**config.mk**
```make
export PLATFORM = sky130hd
export DESIGN_NAME = fetch_prefetch_queue
export DESIGN_NICKNAME = d
export VERILOG_FILES = /design/src/rtl/cpu_pkg.sv /design/src/rtl/sync_fifo_flush.sv /design/src/rtl/fetch_prefetch_queue.sv
export SDC_FILE = /design/constraint.sdc
export NUM_CORES = 1
export LEC_CHECK = 0
export ABC_AREA = 1
export CORE_MARGIN = 2
export CORE_UTILIZATION = 63
export DETAILED_ROUTE_END_ITERATION = 8
export MAX_ROUTING_LAYER = met4
export PLACE_DENSITY = 0.86
export SYNTH_ARGS = -nofsm -noshare
export SYNTH_HDL_FRONTEND = slang
export SYNTH_SLANG_ARGS = --single-unit
```
**constraint.sdc**
```tcl
create_clock -name clk -period 4.9 [get_ports clk]
set_input_delay 1.225 -clock clk [delete_from_list [all_inputs] [get_ports clk]]
set_output_delay 1.225 -clock clk [all_outputs]
set_load 0.05 [all_outputs]
```
**src/rtl/cpu_pkg.sv**
```systemverilog
// Shared widths, reset PC and fetch entry layout for the 16-bit CPU.
package cpu_pkg;

    localparam int unsigned INSTR_W  = 16;
    localparam int unsigned ADDR_W   = 16;
    localparam logic [ADDR_W-1:0] RESET_PC = 16'h0000;

    localparam int unsigned OPCODE_W = 4;
    localparam int unsigned FUNCT_W  = 3;

    typedef struct packed {
        logic [INSTR_W-1:0] instr;
        logic [ADDR_W-1:0]  pc;
    } fetch_entry_t;

endpackage

```
**src/rtl/sync_fifo_flush.sv**
```systemverilog
// Circular buffer with push, pop, synchronous flush, occupancy count and
// combinational head read. DEPTH need not be a power of two.
module sync_fifo_flush #(
    parameter  int unsigned WIDTH = 32,
    parameter  int unsigned DEPTH = 4,
    localparam int unsigned AW    = (DEPTH > 1) ? $clog2(DEPTH) : 1,
    localparam int unsigned CW    = $clog2(DEPTH) + 1
) (
    input  logic             clk,
    input  logic             reset,
    input  logic             push,
    input  logic [WIDTH-1:0] din,
    input  logic             pop,
    input  logic             flush,
    output logic [WIDTH-1:0] dout,
    output logic [CW-1:0]    count
);

    logic [WIDTH-1:0] mem [DEPTH];
    logic [AW-1:0]    rd_ptr;
    logic [AW-1:0]    wr_ptr;
    logic             full;
    logic             do_push;
    logic             do_pop;

    function automatic logic [AW-1:0] ptr_inc(input logic [AW-1:0] p);
        return (32'(p) == DEPTH - 1) ? '0 : p + AW'(1);
    endfunction

    assign full    = (32'(count) == DEPTH);
    assign do_pop  = pop & (count != '0) & ~flush;
    assign do_push = push & ~flush & (~full | do_pop);
    assign dout    = mem[rd_ptr];

    // Storage, pointers and occupancy; flush empties the buffer in one cycle.
    always_ff @(posedge clk or negedge reset) begin
        if (!reset) begin
            rd_ptr <= '0;
            wr_ptr <= '0;
            count  <= '0;
            for (int unsigned i = 0; i < DEPTH; i++) begin
                mem[AW'(i)] <= '0;
            end
        end else if (flush) begin
            rd_ptr <= '0;
            wr_ptr <= '0;
            count  <= '0;
        end else begin
            if (do_push) begin
                mem[wr_ptr] <= din;
                wr_ptr      <= ptr_inc(wr_ptr);
            end
            if (do_pop) begin
                rd_ptr <= ptr_inc(rd_ptr);
            end
            if (do_push && !do_pop) begin
                count <= count + CW'(1);
            end else if (do_pop && !do_push) begin
                count <= count - CW'(1);
            end
        end
    end

    // Upstream flow control must never offer a push into a full buffer.
    always_ff @(posedge clk) begin
        if (reset && !flush) begin
            assert (!(push && full));
        end
    end

endmodule

```
**src/rtl/fetch_prefetch_queue.sv**
```systemverilog
// Decoupled instruction prefetch: in-order imem requests under grant,
// PC-tagged response queue to decode, redirect flush with stale discard.
module fetch_prefetch_queue #(
    parameter  int unsigned       INSTR_W  = cpu_pkg::INSTR_W,
    parameter  int unsigned       ADDR_W   = cpu_pkg::ADDR_W,
    parameter  int unsigned       DEPTH    = 4,
    parameter  int unsigned       MAX_OUT  = 4,
    parameter  logic [ADDR_W-1:0] RESET_PC = ADDR_W'(cpu_pkg::RESET_PC),
    localparam int unsigned       CW       = $clog2(DEPTH) + 1,
    localparam int unsigned       OW       = $clog2(MAX_OUT) + 1
) (
    input  logic               clk,
    input  logic               reset,
    output logic               imem_req,
    output logic [ADDR_W-1:0]  imem_addr,
    input  logic               imem_gnt,
    input  logic               imem_valid,
    input  logic [INSTR_W-1:0] imem_data,
    input  logic               redirect,
    input  logic [ADDR_W-1:0]  redirect_pc,
    output logic               instr_valid,
    input  logic               instr_ready,
    output logic [INSTR_W-1:0] instr,
    output logic [ADDR_W-1:0]  instr_pc,
    output logic [CW-1:0]      count
);

    typedef struct packed {
        logic [INSTR_W-1:0] instr;
        logic [ADDR_W-1:0]  pc;
    } entry_t;

    logic [ADDR_W-1:0] fetch_pc;
    logic [OW-1:0]     outstanding;
    logic [OW-1:0]     discard;
    logic [OW-1:0]     live;
    logic [ADDR_W-1:0] tag_pc;
    logic              credit;
    logic              fire;
    logic              resp_ok;
    logic              resp_keep;
    logic              pop_q;
    entry_t            q_din;
    entry_t            q_dout;

    // The tag FIFO holds one PC per request in flight, so its count is the
    // outstanding-request counter.
    assign live      = outstanding - discard;
    assign credit    = (32'(count) + 32'(live) < DEPTH) && (32'(outstanding) < MAX_OUT);
    assign imem_req  = reset & credit & ~redirect;
    assign imem_addr = fetch_pc;
    assign fire      = imem_req & imem_gnt;

    // Responses with nothing outstanding are protocol errors and ignored.
    assign resp_ok   = imem_valid & (outstanding != '0);
    assign resp_keep = resp_ok & (discard == '0) & ~redirect;

    assign instr_valid = (count != '0) & ~redirect;
    assign pop_q       = instr_valid & instr_ready;
    assign q_din       = '{instr: imem_data, pc: tag_pc};
    assign instr       = q_dout.instr;
    assign instr_pc    = q_dout.pc;

    // Fetch PC and count of in-flight responses that must be dropped.
    always_ff @(posedge clk or negedge reset) begin
        if (!reset) begin
            fetch_pc <= RESET_PC;
            discard  <= '0;
        end else if (redirect) begin
            fetch_pc <= redirect_pc;
            discard  <= outstanding - OW'(resp_ok);
        end else begin
            if (fire) begin
                fetch_pc <= fetch_pc + ADDR_W'(1);
            end
            if (resp_ok && discard != '0) begin
                discard <= discard - OW'(1);
            end
        end
    end

    // Request PCs in issue order; entries for dropped responses drain naturally.
    sync_fifo_flush #(
        .WIDTH (ADDR_W),
        .DEPTH (MAX_OUT)
    ) u_tag_fifo (
        .clk   (clk),
        .reset (reset),
        .push  (fire),
        .din   (fetch_pc),
        .pop   (resp_ok),
        .flush (1'b0),
        .dout  (tag_pc),
        .count (outstanding)
    );

    // Instruction queue presented to decode.
    sync_fifo_flush #(
        .WIDTH ($bits(entry_t)),
        .DEPTH (DEPTH)
    ) u_instr_queue (
        .clk   (clk),
        .reset (reset),
        .push  (resp_keep),
        .din   (q_din),
        .pop   (pop_q),
        .flush (redirect),
        .dout  (q_dout),
        .count (count)
    );

endmodule

```
==> flow_metrics.tcl, run 1 <==
set metrics [dict create \
    ios 91 \
    power_density_nw_per_um2 616 \
    cts_resized 0 \
    finish.utilization 0.734 \
    fin_crit_sh 0.900 \
    grt_max_degree 72 \
    postSynthCellCount 1347 \
    leakage_nw 6.30 \
    final_common_cell "nand2_1" \
    clockBufferDepth 3 \
    clock_latency_ps 510 \
    first_global_vias 9249 \
    rsz0062_at_grt "no" \
    syn-cell-area_um2 10900 \
    cts_sinks 225 \
    dp_hpwl_um 17100 \
    cts_tree "yes" \
    ys_warn_count 0 \
    worstSetupStartpointType "flip-flop" \
    crit_required_ps 3670 \
    drt_pass1_iterations 7 \
    place_congestion 0.881 \
    final_nets 1454 \
    die_y_um 136 \
    cts-buffers-inserted 24 \
    core.rowCount 48 \
    skew_ps 8.41 \
    ys_ff_latch 225 \
    syn_nets 1406 \
    fin_setup_tns_ps 0 \
    grt_overflow_total 0 \
    dr_total_vias 9800 \
    io_buffers 90 \
    wl_um 28300 \
    cts_setup_buffers 0 \
    cp_max_fo 53 \
    reg2reg_from "u_tag_fifo.count[0]$_DFFE_PN0P_" \
    slew_headroom 0.316 \
    fin_total_pwr_mw 7.74 \
    die_x_um 136 \
    drive_above_1_share 0.0559 \
    seq_area_frac_synth 0.515 \
    wire_per_inst_um 17.3 \
    ctsHoldBuffers 0 \
    holdWs_ps 462 \
    hp-start "u_instr_queue.mem[86]$_DFFE_PN0P_" \
    antenna_found_initial 0 \
    worstPathArrival_ps 3180 \
    clkSlewWorstSetupHoldPaths_ps 60 \
    worst-setup-path-type "flip-flop to primary output" \
    final_cell_mix "nand2_1 (410), dfrtp_1 (224), nand3_1 (162)" \
    cap_violations 0 \
    status "completed" \
    grtUsageTotal 0.326 \
    drc 0 \
    start_util 0.639 \
    setup_viol 0 \
    area_growth_pct 14.9 \
    antenna_left 0 \
    grt_pass1_wl_um 46900 \
    h-tree-depth 1 \
    synthDistinctLibCells 36 \
    post-route-min-period_ps 4410 \
    drtIter0Drc 1133 \
    vias_per_cell 5.99 \
    clockRootBuffer "clkbuf_16" \
    fmaxAchievable_ghz 0.227 \
    avgSynthCellArea_um2 8.12 \
    drv_slew 0 \
    max_slew.worst_pin.slew_ps 1020 \
    peakVddDrop_mv 0.333 \
    r2r_cells 16 \
    finalHoldViolCount 0 \
    hp-class "flip-flop to flip-flop" \
    antenna_cells 0 \
    core_um2 17100 \
    crit_start "u_instr_queue.rd_ptr[0]$_DFFE_PN0P_" \
    hold_depth 2 \
    fp.dieArea_um2 18400 \
    cp-end-kind "primary output" \
]
==> final cells by class <==
type / count / area [um^2]
clock inverter: 12 / 115
sequential: 225 / 5630
tap: 225 / 282
timing repair buffer: 111 / 1070
inverter: 48 / 183
multi-input combinational: 985 / 4620
clock buffer: 31 / 668
fill: 1280 / 4550
==> kinds of logic after synthesis <==
| family | after synthesis | share of synthesized area |
|---|---|---|
| fa+ha+maj | 21 | 0.0261 |
| simple gates | 713 | 0.272 |
| xor+xnor | 8 | 0.00641 |
| buf+inv | 137 | 0.0630 |
| flops | 225 | 0.515 |
| compound gates | 243 | 0.117 |
==> through the flow <==
step	instance area [um^2]	std cells	setup WS (ps)
floorplan	10900	1347	1220
detailed placement	11800	1594	941
CTS	12600	1637	536
finish	12600	1637	491
global route	12600	1637	319
global placement	11800	1594	1060
==> critical path, stage by stage, from the launching register on <==
cell and delay, ps:
dfrtp_2 720, clkinv_1 520, buf_12 340, o21ai_0 220, o22ai_1 130, clkdlybuf4s50_1 710
==> sequential cells by signal, summed over array words and instances (netlist names) <==
signal,flops
u_instr_queue.mem,128
u_tag_fifo.mem,64
imem_addr,16
discard,3
u_instr_queue.count,3
u_tag_fifo.count,3
u_instr_queue.rd_ptr,2
u_instr_queue.wr_ptr,2
u_tag_fifo.rd_ptr,2
u_tag_fifo.wr_ptr,2
==> routing by layer <==
layer / up-vias / GRT usage / wire (um)
met5: - / - / 0
met4: 0 / 0.122 / 766
met3: 63 / 0.0370 / 2170
met2: 481 / 0.522 / 14000
met1: 4716 / 0.434 / 11300
li1: 4540 / - / -
==> synthesized netlist by cell type, drive strengths merged <==
| cell type | count | share of area |
|---|---|---|
| nor2 | 116 | 0.040 |
| xor2 | 5 | 0.0040 |
| dfrtp | 225 | 0.51 |
| nand3b | 2 | 0.0025 |
| buf | 41 | 0.030 |
| nand3 | 164 | 0.076 |
| o31ai | 1 | 0.00069 |
| a21boi | 1 | 0.00069 |
| a22oi | 1 | 0.00069 |
| nand4 | 7 | 0.0040 |
| nand2 | 415 | 0.14 |
| inv | 48 | 0.017 |
| and2 | 1 | 0.00057 |
| or2 | 2 | 0.0011 |
| o22ai | 48 | 0.027 |
| ha | 18 | 0.021 |
| xnor2 | 3 | 0.0024 |
| o21ai | 187 | 0.086 |
| clkbuf | 48 | 0.017 |
| a21oi | 5 | 0.0023 |
| fa | 3 | 0.0055 |
| nor3 | 6 | 0.0027 |
==> path summary, 6_finish.rpt <==
path	endpoint	slack, ps
hold / removal	u_instr_queue.mem[86]$_DFFE_PN0P_	460
setup / recovery	instr_pc[6]	490
min in group asynchronous	u_instr_queue.mem[120]$_DFFE_PN0P_	580
setup reg to reg	u_tag_fifo.count[2]$_DFFE_PN0P_	1650
max in group asynchronous	u_tag_fifo.mem[59]$_DFFE_PN0P_	2450
hold reg to reg	u_instr_queue.mem[86]$_DFFE_PN0P_	460
==> power by group <==
| group | internal, mW | switching (mW) |
|---|---|---|
| Clock | 1.07 | 0.735 |
| Sequential | 2.28 | 0.332 |
| Combinational | 1.05 | 2.28 |
| Total | 4.39 | 3.35 |
Note: power is estimated with default switching activity, not from simulation.
==> run 2, diff against run 1 <==
- SLEW_MARGIN: default -> 0
==> results of run 2 <==
The final DEF is identical to that of run 1; final timing and power are the same.
==> run 3, diff against run 2 <==
- GPL_TIMING_DRIVEN: default -> 1
==> results of run 3 <==
The final DEF is identical to that of run 1; final timing and power are the same.
==> RTL change 1: new RTL, flow settings as in run 3 <==
The package constant `INSTR_W` goes from 16 to 20.
--- a/src/rtl/cpu_pkg.sv
+++ b/src/rtl/cpu_pkg.sv
@@ -3,3 +3,3 @@
 
-    localparam int unsigned INSTR_W  = 16;
+    localparam int unsigned INSTR_W  = 20;
     localparam int unsigned ADDR_W   = 16;
Interface: changed (resized imem_data and instr); port bits go from 91 to 99. No check against the original RTL was run, so the function may have changed too.
==> RTL change 1 against run 3 <==
  * Clock power up 17%
  * Area after synthesis up 6.3%
  * Maximum frequency up 0.79%
  * Critical endpoint is now instr_pc[4]
  * Largest cell class unchanged
  * Hold slack better by 0.0029 ns
  * Global-route usage about the same
  * Largest power group unchanged
  * Sequential cell count up 16
  * Final area up 7.2%
  * Clock skew up 0.010 ns
  * Sequential share of layout area about the same
  * Total power up 6.5%
  * Critical path type unchanged
  * Wire length up 9.4%
  * Worst setup slack better by 0.035 ns
  * Critical path depth unchanged
==> RTL change 1: results (changes against run 3) <==
Global route
  – Vias in the first global route: 10200 (+11%)
  – Met2 Resource Use GR: 52.5% (+0.29 points)
  – GRT met3 Usage: 3.79% (+0.082 points)
  – GR Util met1: 43.5% (+0.071 points)

Placed design
  – Dpl cells: 1687 (+5.8%)
  – Dpl cell area: 12600 µm² (+6.5%)
  – Routability Congestion: 0.915 (+3.8%)

Detailed routing
  – Routed wl met2: 15400 µm (+9.7%)
  – Met1 wire length: 12400 µm (+9.4%)
  – Metal3 WL: 2500 µm (+15%)
  – Via density: 6.06 (+1.3%)

Synthesis
  – Synth Area in Compound Gates: 12.1% (+0.32 points)
  – Netlist cell types: 33 (-8.3%)
  – Post-synthesis instance total: 1439 (+6.8%)
  – Synth Area in Adders: 2.45% (-0.15 points)
  – Net Count, Synth: 1502 (+6.8%)

Critical path
  – Critical Path End: instr_pc[4]
  – WP data arrival: 3.15 ns (-0.03 ns)
  – Critical path's slowest cell: clkdlybuf4s50_1
  – CP max stage delay: 0.86 ns (+0.14 ns)

Timing
  – Final period util: 89.3% (-0.70 points)

Pwr
  – Pint: 4.76 mW (+8.3%)

Worst hold path
  – WHS Endpoint: u_instr_queue.mem[56]
  – Worst min-delay path startpoint: u_instr_queue.mem[56]

Layout
  – Max FFs per register: 144 (+13%)
  – Fill count: 1314 (+2.7%)
  – Non-Filler Instances: 1735 (+6.0%)

CTS
  – CTS buffer count: 26 (+8.3%)
  – Clock latency on the worst-skew pair: 0.54 ns (+0.03 ns)

Outcome
  – Outcome: finished clean
RTL change 1: changes by cell type in the layout (fill, tap and decap cells not counted), sizes merged, moves of 8 or more:
cell	delta
o21ai	+15
clkdlybuf4s50	+8
nand2	+25
nand3	+10
dfrtp	+16
nor2	+10
RTL change 1: power by group through the flow:
stage               logic, mW  clock network [mW]  registers (mW)
global route             3.64                2.18            2.85
finish                   3.34                2.10            2.80
detailed placement       3.30                   0            2.81
floorplan                2.20                   0            2.84
global placement         3.22                   0            2.79
CTS                      3.33                2.10            2.79
RTL change 1: final cells by class:
cell class | count | area, µm² | share of cell area (%)
Clock buffer | 34 | 731 | 5.42
Tap cell | 229 | 287 | 2.13
Clock inverter | 14 | 189 | 1.40
Sequential cell | 241 | 6030 | 44.8
Multi-Input combinational cell | 1052 | 4910 | 36.4
Inverter | 52 | 198 | 1.47
Timing Repair Buffer | 113 | 1130 | 8.41
==> RTL change 2: new RTL, config.mk and constraints of run 3 <==
Made on the original files. Make the reset (`reset`) synchronous in 2 clocked blocks.
--- a/src/rtl/sync_fifo_flush.sv
+++ b/src/rtl/sync_fifo_flush.sv
@@ -35,3 +35,3 @@
     // Storage, pointers and occupancy; flush empties the buffer in one cycle.
-    always_ff @(posedge clk or negedge reset) begin
+    always_ff @(posedge clk) begin
         if (!reset) begin
--- a/src/rtl/fetch_prefetch_queue.sv
+++ b/src/rtl/fetch_prefetch_queue.sv
@@ -64,3 +64,3 @@
     // Fetch PC and count of in-flight responses that must be dropped.
-    always_ff @(posedge clk or negedge reset) begin
+    always_ff @(posedge clk) begin
         if (!reset) begin
Function: differs if reset is asserted again (counterexample within 4 cycles, from zero or initial values and one cycle with reset low); with reset held inactive, the same outputs for 4 cycles.
==> RTL change 2 against run 3 <==
  * Area after synthesis fell by 5.1%
  * Sequential cell count increased by 4
  * Wire length is 18% lower
  * Final area is 3.8% lower
  * Non-clock buffer count is the same
  * Core utilization is 2.1 points higher
  * Cell count decreased by 16%
  * First-iteration DRC count shrank 38%
  * Maximum frequency rose by 3.3%
  * Worst setup slack improved by 0.14 ns
  * Critical path type unchanged
  * Critical endpoint is now imem_req
  * Highest routed layer unchanged
Power is not compared: it rests on default switching activity, and its combinational part moved more than twofold at a synthesized area within 25%.
==> RTL change 2: results (changes against run 3) <==
Synthesis
  – Post-Synth XOR/XNOR Area: 0.675% (+0.035 points)
  – Top post-synthesis cells by area: edfxtp_1 (56%), nor2_1 (11%), dfxtp_1 (7.1%)
  – Synth Area in Adders: 2.27% (-0.34 points)
  – Multiplexer share of the synthesized area: 0.0965% (+0.096 points)
  – EDFF count, synth: 192 (+192)
  – Synth Area in Compound Gates: 10.3% (-1.5 points)
  – Commonest cells post-synth: nor2_1 (300), edfxtp_1 (192), nand2_1 (143)
  – Asr flop ratio synth: 0% (-100 points)
  – Seq/Total Area, Yosys: 62.7% (+11 points)
  – Net Count, Synth: 1124 (-20%)
  – Netlist cell types: 39 (+8.3%)

Placed design
  – Dpl cell area: 11400 µm² (-3.2%)
  – Routability Congestion: 0.876 (-0.56%)

Global route
  – Total GRT Usage: 27.2% (-5.4 points)
  – GR Util met1: 33.6% (-9.8 points)
  – Vias in the first global route: 7757 (-16%)
  – Global-route wire length before repair: 37200 µm (-21%)
  – GRT met3 Usage: 3.42% (-0.28 points)

Timing
  – Hold Slack: 0.506 ns (+0.0437 ns)
  – Worst Clk Skew: 0.0100 ns (+0.00161 ns)
  – Worst slew margin: 34.6% (+3.0 points)

Detailed routing
  – First DRT Iteration DRCs: 708 (-38%)
  – Via density: 5.72 (-4.5%)
  – Routed wl met2: 11800 µm (-16%)
  – Met1 wire length: 9170 µm (-19%)
  – Post-Route WL: 23200 µm (-18%)
  – Metal3 WL: 1730 µm (-20%)

Layout
  – Fraction of layout cells with a size suffix above 1: 8.49% (+2.9 points)
  – Nets: 1205 (-17%)

Pwr
  – LEAKAGE: ~4.8 nW

Critical path
  – FF-to-FF setup slack: 1.44 ns (-0.21 ns)
  – Reg-to-Reg End: u_tag_fifo.mem[1][0]
  – Cell family with most CP delay: adder cells
  – CP max stage delay: 0.60 ns (-0.12 ns)
  – Worst Path Max Fanout: 5 (-91%)
  – WP data arrival: 3.04 ns (-0.14 ns)
  – FF-to-FF path depth: 15 (-1)
  – R2r startpoint: u_tag_fifo.count[0]
  – Critical path's slowest cell: nor4_1

Outcome
  – Outcome: finished clean

Worst hold path
  – Worst min-delay path startpoint: u_tag_fifo.rd_ptr[1]

CTS
  – Clk slew on worst S/H paths: 0.06 ns (about the same)
RTL change 2: metrics by stage:
step	setup WS [ns]	std cells	power, mW	utilization (%)
floorplan	0.548	1069	3.13	-
global placement	0.883	1341	3.41	71.3
detailed placement	0.867	1341	3.44	71.3
CTS	0.666	1382	5.01	75.5
global route	0.589	1382	5.22	75.5
finish	0.631	1382	5.02	75.5
RTL change 2: cell type report:
type	instances	area [µm²]
repair buffers	111	1000
multi-input cells	698	3310
flip-flops and latches	229	6510
well taps	216	270
clock inverters	6	32.5
clock buffers	35	641
inverters	87	328
fillers	1084	3910
RTL change 2: power groups by stage:
stage / logic (mW) / registers [mW] / clock network [mW]
floorplan: 0.691 / 2.44 / 0
global placement: 1.00 / 2.40 / 0
detailed placement: 1.03 / 2.41 / 0
CTS: 1.05 / 2.37 / 1.59
global route: 1.16 / 2.39 / 1.67
finish: 1.05 / 2.37 / 1.59
RTL change 2: tightest hold or removal path, cell delays in order (launching register included):
cell and delay (ns):
dfxtp_1 0.31, nor2_1 0.09, nor2_1 0.06
RTL change 2: worst max-delay path by stage:
stage,depth (start not counted),endpoint,start
6_report,11,imem_req,u_tag_fifo.count[0]
3_5_place_dp,4,instr_valid,redirect
3_3_place_gp,4,instr_valid,redirect
2_1_floorplan,10,imem_req,u_tag_fifo.count[0]
5_1_grt,11,imem_req,u_tag_fifo.count[0]
4_1_cts,11,imem_req,u_tag_fifo.count[0]
RTL change 2: logic make-up (layout without fill, tap and decap cells):
family / Yosys count / in the layout
flops: 229 / 229
buf+inv: 142 / 239
simple gates: 484 / 484
compound gates: 188 / 188
mux: 1 / 1
fa+ha+maj: 17 / 17
xor+xnor: 8 / 8
